## src/rtl/game_sequencer.sv

```systemverilog
// ---------------------------------------------------------------------------
// game_sequencer
//
// Game-state sequencer for a side-scrolling "duck and jump" game. It runs a
// three-state game FSM (IDLE / RUN / OVER), divides clk into game ticks,
// animates the duck's jump arc and crouch pose, and spawns, scrolls and
// retires one obstacle at a time, counting cleared obstacles as the score.
//
// Ports
//   clk          in   single clock for all logic
//   rst_n        in   synchronous, active-low reset
//   btn_start    in   start / restart request (level, clk-synchronous)
//   btn_jump     in   jump request (level, clk-synchronous)
//   btn_duck     in   crouch request (level, clk-synchronous)
//   collision    in   duck/obstacle pixel overlap from the draw path
//   state        out  2'b00 IDLE, 2'b01 RUN, 2'b10 OVER
//   duck_y       out  duck top row
//   duck_crouch  out  crouch pose active
//   obst_valid   out  obstacle on screen
//   obst_x       out  obstacle left column
//   obst_type    out  0 ground obstacle, 1 flying obstacle
//   score        out  obstacles cleared in the current / last run
// ---------------------------------------------------------------------------
module game_sequencer #(
   parameter int unsigned TICK_DIV = 500000,
   parameter int unsigned GROUND_Y = 400,
   parameter int unsigned JUMP_H   = 100,
   parameter int unsigned STEP     = 4,
   parameter int unsigned SPAWN_X  = 784,
   parameter int unsigned LEFT_X   = 144
) (
   input  logic        clk,
   input  logic        rst_n,
   input  logic        btn_start,
   input  logic        btn_jump,
   input  logic        btn_duck,
   input  logic        collision,
   output logic [1:0]  state,
   output logic [9:0]  duck_y,
   output logic        duck_crouch,
   output logic        obst_valid,
   output logic [9:0]  obst_x,
   output logic        obst_type,
   output logic [15:0] score
);

   localparam int unsigned     CNT_W        = (TICK_DIV > 1) ? $clog2(TICK_DIV) : 1;
   localparam logic [CNT_W-1:0] TICK_LAST   = CNT_W'(TICK_DIV - 1);
   localparam logic [9:0]      GROUND_ROW   = 10'(GROUND_Y);
   localparam logic [9:0]      APEX_ROW     = 10'(GROUND_Y - JUMP_H);
   localparam logic [9:0]      STEP_10      = 10'(STEP);
   localparam logic [9:0]      SPAWN_COL    = 10'(SPAWN_X);
   // Rising: a step from any row at or below UP_LIMIT lands at or past the apex.
   localparam logic [10:0]     UP_LIMIT     = 11'(GROUND_Y - JUMP_H + STEP);
   localparam logic [10:0]     GROUND_11    = 11'(GROUND_Y);
   localparam logic [10:0]     STEP_11      = 11'(STEP);
   localparam logic [10:0]     RETIRE_BELOW = 11'(LEFT_X + STEP);
   localparam logic [15:0]     SCORE_MAX    = '1;

   typedef enum logic [1:0] {
      S_IDLE = 2'b00,
      S_RUN  = 2'b01,
      S_OVER = 2'b10
   } state_t;

   typedef enum logic [1:0] {
      PH_GROUND = 2'b00,
      PH_UP     = 2'b01,
      PH_DOWN   = 2'b10
   } phase_t;

   state_t             st_q, st_n;
   phase_t             ph_q, ph_n;
   logic [CNT_W-1:0]   cnt_q, cnt_n;
   logic [7:0]         lfsr_q;
   // Per-button "previous level was low" flag, i.e. the inverted history bit.
   // Clearing it at reset means a button held through reset release must be
   // seen low for one clk before its next rise counts.
   logic               start_armed_q, jump_armed_q;
   logic               start_rise, jump_rise;
   logic               tick, hit;

   logic [9:0]         y_n, x_n;
   logic               crouch_n, valid_n, type_n;
   logic [15:0]        score_n;

   assign start_rise = btn_start & start_armed_q;
   assign jump_rise  = btn_jump  & jump_armed_q;
   assign tick       = (st_q == S_RUN) && (cnt_q == TICK_LAST);
   assign hit        = collision & obst_valid;
   assign state      = st_q;

   // -----------------------------------------------------------------------
   // Next-state / next-output logic
   // -----------------------------------------------------------------------
   always_comb begin
      st_n     = st_q;
      ph_n     = ph_q;
      cnt_n    = '0;
      y_n      = duck_y;
      crouch_n = duck_crouch;
      valid_n  = obst_valid;
      x_n      = obst_x;
      type_n   = obst_type;
      score_n  = score;

      case (st_q)
         S_IDLE: begin
            y_n      = GROUND_ROW;
            valid_n  = 1'b0;
            crouch_n = 1'b0;
            ph_n     = PH_GROUND;
            if (start_rise) begin
               st_n    = S_RUN;
               score_n = '0;
            end
         end

         S_RUN: begin
            if (hit) begin
               // Collision freezes the scene in the clk it is seen, even if an
               // obstacle would otherwise retire and score in that same clk.
               st_n = S_OVER;
            end else begin
               cnt_n = tick ? '0 : cnt_q + CNT_W'(1);

               case (ph_q)
                  PH_GROUND: begin
                     if (jump_rise && !duck_crouch) ph_n = PH_UP;
                  end
                  PH_UP: begin
                     if (tick) begin
                        if ({1'b0, duck_y} <= UP_LIMIT) begin
                           y_n  = APEX_ROW;
                           ph_n = PH_DOWN;
                        end else begin
                           y_n = duck_y - STEP_10;
                        end
                     end
                  end
                  PH_DOWN: begin
                     if (tick) begin
                        if (({1'b0, duck_y} + STEP_11) >= GROUND_11) begin
                           y_n  = GROUND_ROW;
                           ph_n = PH_GROUND;
                        end else begin
                           y_n = duck_y + STEP_10;
                        end
                     end
                  end
                  default: ph_n = PH_GROUND;
               endcase

               // Crouch follows the phase the duck ends up in this clk, so a
               // jump launched now never shows a crouched pose in the air.
               crouch_n = (ph_n == PH_GROUND) && btn_duck;

               if (tick) begin
                  if (!obst_valid) begin
                     valid_n = 1'b1;
                     x_n     = SPAWN_COL;
                     type_n  = lfsr_q[0];
                  end else if ({1'b0, obst_x} < RETIRE_BELOW) begin
                     valid_n = 1'b0;
                     if (score != SCORE_MAX) score_n = score + 16'd1;
                  end else begin
                     x_n = obst_x - STEP_10;
                  end
               end
            end
         end

         S_OVER: begin
            if (start_rise) begin
               st_n     = S_IDLE;
               y_n      = GROUND_ROW;
               valid_n  = 1'b0;
               crouch_n = 1'b0;
               ph_n     = PH_GROUND;
            end
         end

         default: st_n = S_IDLE;
      endcase
   end

   // -----------------------------------------------------------------------
   // State and output registers
   // -----------------------------------------------------------------------
   always_ff @(posedge clk) begin
      if (!rst_n) begin
         st_q          <= S_IDLE;
         ph_q          <= PH_GROUND;
         cnt_q         <= '0;
         lfsr_q        <= 8'hA5;
         start_armed_q <= 1'b0;
         jump_armed_q  <= 1'b0;
         duck_y        <= GROUND_ROW;
         duck_crouch   <= 1'b0;
         obst_valid    <= 1'b0;
         obst_x        <= SPAWN_COL;
         obst_type     <= 1'b0;
         score         <= '0;
      end else begin
         st_q          <= st_n;
         ph_q          <= ph_n;
         cnt_q         <= cnt_n;
         // x^8 + x^6 + x^5 + x^4 + 1, maximal length, free-running
         lfsr_q        <= {lfsr_q[6:0], lfsr_q[7] ^ lfsr_q[5] ^ lfsr_q[4] ^ lfsr_q[3]};
         start_armed_q <= ~btn_start;
         jump_armed_q  <= ~btn_jump;
         duck_y        <= y_n;
         duck_crouch   <= crouch_n;
         obst_valid    <= valid_n;
         obst_x        <= x_n;
         obst_type     <= type_n;
         score         <= score_n;
      end
   end

endmodule

```

## config.mk

```make
export PLATFORM = sky130hd
export DESIGN_NAME = game_sequencer
export DESIGN_NICKNAME = d
export VERILOG_FILES = /design/src/rtl/game_sequencer.sv
export SDC_FILE = /design/constraint.sdc
export NUM_CORES = 1
export LEC_CHECK = 0
export BUFFER_PORTS_ARGS = -buffer_cell sky130_fd_sc_hd__buf_2
export CELL_PAD_IN_SITES_DETAIL_PLACEMENT = 1
export CELL_PAD_IN_SITES_GLOBAL_PLACEMENT = 1
export CORE_ASPECT_RATIO = 0.7
export CORE_MARGIN = 3
export CORE_UTILIZATION = 48
export CTS_BUF_LIST = sky130_fd_sc_hd__clkbuf_2
export DETAILED_ROUTE_END_ITERATION = 6
export MAX_ROUTING_LAYER = met4
export PLACE_DENSITY = 0.92
export SLEW_MARGIN = 30
export SYNTH_ARGS = -nofsm -noshare
export SYNTH_HDL_FRONTEND = slang
export SYNTH_SLANG_ARGS = --single-unit
```

## constraint.sdc

```tcl
create_clock -name clk -period 4.6 [get_ports clk]
set_clock_uncertainty 0.15 [all_clocks]
set_input_delay 0 -clock clk [delete_from_list [all_inputs] [get_ports clk]]
set_output_delay 0 -clock clk [all_outputs]
set_load 0.01 [all_outputs]
```

---- Word-level counts from Yosys, hierarchy flattened ----
Index checks and enable logic that the tools add are counted.
cells by class
  add/sub/neg operators ................... 6
  magnitude comparators ................... 3
  eq/ne operators ......................... 18
  muxes and demuxes ....................... 39
  bitwise logic cells ..................... 12
  reduce and logical (&&, ||, !) cells .... 17
operators with widths
  cell                                                                number
  2-to-1 mux 16 bit                                                   6
  2-to-1 mux 10 bit                                                   8
  one-hot mux 16 bit (2 select lines)                                 1
  one-hot mux 10 bit (3 select lines)                                 1
  2-to-1 mux 2 bit                                                    11
  one-hot mux 10 bit (2 select lines)                                 1
  subtractor 10 x 3 -> 10 bit, second input constant                  2
  adder 19 x 1 -> 19 bit, second input constant                       1
  equality test 19 bit, second input constant                         1
  one-hot mux 2 bit (3 select lines)                                  3
  adder 16 x 1 -> 16 bit, second input constant                       1
  inequality test 16 bit, second input constant                       1
  inequality test 2 bit, second input constant                        7
  AND reduction 4 bit                                                 3
  adder 10 x 3 -> 11 bit, second input constant                       1
  greater-or-equal comparator 11 x 9 -> 1 bit, second input constant  1
  adder 10 x 3 -> 10 bit, second input constant                       1
  less-or-equal comparator 10 x 9 -> 1 bit, second input constant     1
  less-than comparator 10 x 8 -> 1 bit, second input constant         1
  AND reduction 7 bit                                                 1
  zero test 2 bit                                                     3
  2-to-1 mux 1 bit                                                    6
  inequality test 3 bit, second input constant                        2
  NOT 1 bit                                                           6
  14 further kinds                                                    25
word-level totals
  flip-flop bits (word level) ............. 72
  bits of input ports ..................... 6
  logic and storage cells ................. 107

---- Depth between registers and ports, before layout ----
  depth after elaboration ................. 11
  depth in mapped cells ................... 9

---- Least setup slack after synthesis ----
Ideal clock, no wire load.
  path kind ............................... register to register
  start point ............................. register duck_y[2]
  end point ............................... register duck_y[5]
  library setup time ...................... 122 ps
  arrival ................................. 2,113 ps
  required time ........................... 4,328 ps
  slack ................................... 2,215 ps
  cell stages (with the launch flop) ...... 10
  cell sequence ........................... dfxtp_1 > clkbuf_1 > inv_1 > ha_1 > nand3b_1 > a21oi_1 > nand2_1 > a211o_1 > nand4_1 > o21ai_0
between the ends
  cells in the longest elaborated chain, start to end .. 7
  elaborated cells between the ends (all ways) .. 12
  classes of those cells .................. add/sub: 3; order compare: 2; mux: 7
ends and longest elaborated chain
  item                                         RTL line  source
  start: declaration                           39        output logic [9:0] duck_y,
  start signal: assignment                     212       duck_y <= y_n;
  adder 10 x 3 -> 11 bit                       143       if (({1'b0, duck_y} + STEP_11) >= GROUND_11) begin
  greater-or-equal comparator 11 x 9 -> 1 bit  143
  2-to-1 mux 10 bit                            143
  2-to-1 mux 10 bit                            142       if (tick) begin
  one-hot mux 10 bit (2 select lines) *        127       case (ph_q)
  2-to-1 mux 10 bit *                          120       if (hit) begin
  one-hot mux 10 bit (3 select lines) *        107       case (st_q)
Every way passes the cells marked *; elsewhere a longest branch is shown, timed or not. The select of a mux whose other input is x is not followed.
A chain may end at the register's enable or synchronous reset.

---- Worst setup path in the final report ----
  start point ............................. register duck_y[2]
  end point ............................... register duck_crouch
between the ends
  cells in the longest elaborated chain, start to end .. 11
  elaborated cells between the ends (all ways) .. 14
  classes of those cells .................. add/sub: 1; order compare: 2; mux: 9; reduce/logical: 2
ends and longest elaborated chain
  item                                         RTL line  source
  adder 10 x 3 -> 11 bit                       143
  greater-or-equal comparator 11 x 9 -> 1 bit  143
  2-to-1 mux 2 bit                             143
  2-to-1 mux 2 bit                             142
  one-hot mux 2 bit (3 select lines) *         127
  2-to-1 mux 2 bit *                           120
  2-to-1 mux 2 bit *                           107
  zero test 2 bit *                            156       crouch_n = (ph_n == PH_GROUND) && btn_duck;
  logical AND 1 bit *                          156
  2-to-1 mux 1 bit *                           120
  one-hot mux 1 bit (3 select lines) *         107
  end signal: assignment                       213       duck_crouch <= crouch_n;
  end: declaration                             40        output logic duck_crouch,
Marked as above.

==> results.txt <==
The layer flagged by global routing as most heavily used is met2. The sequential cell area came out at 0.001361 mm^2. STA classifies the critical path endpoint as a register. After floorplanning, the core was divided into 25 placement rows. The count of input and output buffers is 42. The worst hold slack across all endpoints came out at 0.2969 ns. The filler cells instantiated in the layout total 906. The maximum achievable frequency came out at 318.1 MHz. The total placed cells including tap cells came out at 554. After clock tree synthesis, the clock-pin slew on the worst setup and hold paths is 0.23 ns. The fraction of the mapped netlist area in simple logic gates is 0.3013. The overall die area is 0.008638 mm^2. Setup repair after global routing left no endpoint under its margin. The count of final max-slew check failures came out at 0. The largest net degree at the start of global routing came out at 40.

The accumulated negative setup slack is 0 ns. Once routing completed, OpenROAD measured the worst setup slack at 1.456 ns. The number of warnings printed during yosys synthesis came out at 0. The signal on the critical path passes through ha_1 -> nand4_1 -> xnor2_1 -> a31oi_1 -> o21a_1 -> o31a_1 -> o41ai_1 -> dlygate4sd3_1. The static leakage came out at 0.001523 uW.

The cell count after synthesis came out at 442. The area fraction in compound gates after synthesis came to 0.1672. The peak supply drop came out at 0.1124 mV. The growth of design area from synthesis to finish came out at 11.99%. The kind of cell with the highest combined delay on the critical path is compound AO/OA/AOI/OAI gates. For this run, the total global-route usage over all layers was measured as 0.2528. The die is 109.8 um wide. For this run, the leading register cell type out of synthesis is sky130_fd_sc_hd__dfxtp_1.

STA classifies the critical path startpoint as a register. The power consumption came out at 1020 uW. The stage delay of the slowest cell on the critical path is 0.62 ns. The mapped netlist covers 0.003621 mm^2. After detailed routing, the number of remaining DRC violations is 0. The number of flip-flops and latches in the synthesized netlist is 68. Together, buffers and inverters on the worst path number 1. Post-CTS timing repair inserted 0 buffers for setup. The detailed router finished its first iteration with 207 violations. The post-detailed-route wirelength per cell is 17.90 um. The total clock buffers created by CTS came out at 9. The global routing met2 resource utilization came out at 0.4019. The repair_antennas step left the layout with diodes totalling 0. For the pin with the worst max-slew slack, the measured transition is 0.7657 ns. The via count of the first global-routing pass was 3315. The distinct cell type count after synthesis came out at 60.

After layout, the minimum clock period comes to 3.144 ns. The number of buffers on the longest clock path came out at 2. The latest clock arrival within the worst-skew pair is 0.53 ns.

Yosys mapped a number of flops with a built-in enable equal to 0. The worst hold path belongs to the class reg2reg. The tree is rooted in a sky130_fd_sc_hd__clkbuf_2. Of the available clock period, the critical path in the final layout requires 0.6834. For this run, global-route usage on met3 was measured as 0.05423. Of all nets on the critical path, the largest fanout is 11. After synthesis, the share of flip-flops with an asynchronous set or reset is 0.

Clock tree synthesis found a total of 68 sinks. The multi-input gate area in the final layout is 0.002102 mm^2. Timing analysis after detailed placement gives a worst setup slack of 1.850 ns.

The worst path required time came out at 4.91 ns. The share of layout cells above drive strength 1 is 0.1423. The final instance count without filler cells came out at 579. Setup violations remaining at the end of the flow were counted as 0. The first-pass GRT wire length came out at 16730 um. The xor-xnor portion of the synthesized cell area came out at 0.06289. Of the total synthesized cell area, the portion taken by full adders, half adders and majority gates is 0.02073. The max-cap violation count came out at 0.

The worst slew slack as a fraction of its limit came out at 0.4856. For this design the ratio of total power to cell area is 251.4 mW/mm^2. The vertical extent of the die is 78.67 um. The run finished with clean final reports. The H-tree depth reported by CTS is 3. The number of nets with antenna violations after detailed routing is 0. After detailed routing, the number of vias per cell comes to 6.026. For this block, the routed nets add up to 10360 um of wire. The master of the slowest instance on the critical path is sky130_fd_sc_hd__dlygate4sd3_1. The number of top-level pins came out at 47. The half-perimeter wire length after detailed placement came out at 7164 um. The critical path in this run is classified as reg2reg.

The share of cell area taken by muxes after synthesis is 0.01970. The routed layout has 3489 vias. TritonCTS built the clock tree. The average size of a mapped cell is 8.192 um^2.

The number of iterations in the first detailed-routing pass came out at 4. The initial antenna violation count was 0. The critical path data arrival time is 3.45 ns. The initial utilization of the core area, before any placement, comes to 0.5145.

The total congestion overflow came out at 0. The final weighted congestion of routability-driven global placement came out at 0.8985. The core region is 0.007038 mm^2. The net count of the finished layout is 492.

The final count of hold timing violations came out at 0. After synthesis, the largest family of logic cells by area is simple AND/OR/NAND/NOR gates. The sequential fraction of the synthesis area came out at 0.3760. For met1 alone, demand over resource in global routing was 0.3222.

The post-cts gate resize count came out at 0.
-- final timing paths --
kind                               to  cells past startpoint  slack (ns)                   start
max          duck_crouch$_SDFFE_PN0P_                      8        1.46  duck_y[2]$_SDFFE_PN0P_
min              lfsr_q[7]$_SDFF_PN1_                      1        0.30    lfsr_q[6]$_SDFF_PN0_
max reg2reg  duck_crouch$_SDFFE_PN0P_                      8        1.46  duck_y[2]$_SDFFE_PN0P_
min reg2reg      lfsr_q[7]$_SDFF_PN1_                      1        0.30    lfsr_q[6]$_SDFF_PN0_
-- cells in the final DEF, fill, tap and decap left out, types with 12 or more instances in the layout --
cell type                 instances
sky130_fd_sc_hd__nand4_1         13
sky130_fd_sc_hd__inv_1           16
sky130_fd_sc_hd__o21ai_0         15
sky130_fd_sc_hd__nand2_1         35
sky130_fd_sc_hd__buf_2           42
sky130_fd_sc_hd__a21oi_1         25
sky130_fd_sc_hd__or4_1           12
sky130_fd_sc_hd__nor2_1          42
sky130_fd_sc_hd__nand3_1         26
sky130_fd_sc_hd__dfxtp_1         68
sky130_fd_sc_hd__xor2_1          18
-- where the power goes --
| part | total (uW) | internal (uW) | leakage (uW) | switching, uW |
|---|---|---|---|---|
| logic | 52.6 | 18.4 | 0.000904 | 34.3 |
| clock network | 363 | 127 | 0.0000683 | 235 |
| registers | 604 | 599 | 0.000551 | 5.56 |
-- final cells by class --
cell class,count,area share
multi-input cells,334,0.5184
flip-flops and latches,68,0.3357
repair buffers,51,0.07405
well taps,94,0.02900
clock inverters,6,0.01574
inverters,16,0.01481
clock buffers,10,0.01234
-- flip-flops by register name, indices dropped and copies added, names as in the netlist --
register,count
start_armed_q,1
obst_type,1
score,16
cnt_q,19
state,2
obst_valid,1
duck_crouch,1
lfsr_q,8
duck_y,8
obst_x,8
jump_armed_q,1
ph_q,2
-- what timing repair did --
item	4_1_cts	5_1_grt
setup endpoints to repair	0	0
hold buffers	9	0
hold endpoints to repair	28	0
-- cell usage after synthesis (10+ instances only) --
cell	count	area (um^2)
sky130_fd_sc_hd__a21oi_1	25	125.1
sky130_fd_sc_hd__clkbuf_1	13	48.80
sky130_fd_sc_hd__dfxtp_1	68	1361
sky130_fd_sc_hd__inv_1	16	60.06
sky130_fd_sc_hd__nand2_1	35	131.4
sky130_fd_sc_hd__nand2b_1	10	62.56
sky130_fd_sc_hd__nand3_1	26	130.1
sky130_fd_sc_hd__nand4_1	13	81.33
sky130_fd_sc_hd__nor2_1	42	157.7
sky130_fd_sc_hd__o21ai_0	15	75.07
sky130_fd_sc_hd__o31ai_1	10	75.07
sky130_fd_sc_hd__or4_1	12	90.09
sky130_fd_sc_hd__xor2_1	18	157.7
-- cells by family after synthesis --
family | after synthesis
flops | 68
mux | 7
simple gates | 200
buf+inv | 43
other cells | 1
compound gates | 91
xor+xnor | 26
fa+ha+maj | 6
-- routing by layer --
metal / routed length, um / up-vias
met5: 0 / -
met4: 193 / 0
met3: 472 / 21
met2: 4879 / 91
met1: 4819 / 1712
li1: - / 1665
-- metrics by stage --
stage | instance area [um^2] | utilization
global placement | 3841 | 0.5458
detailed placement | 3850 | 0.5470
finish | 4055 | 0.5762
CTS | 4054 | 0.5760
floorplan | 3632 | -
global route | 4055 | 0.5762
Power figures use the tool's default switching activity.
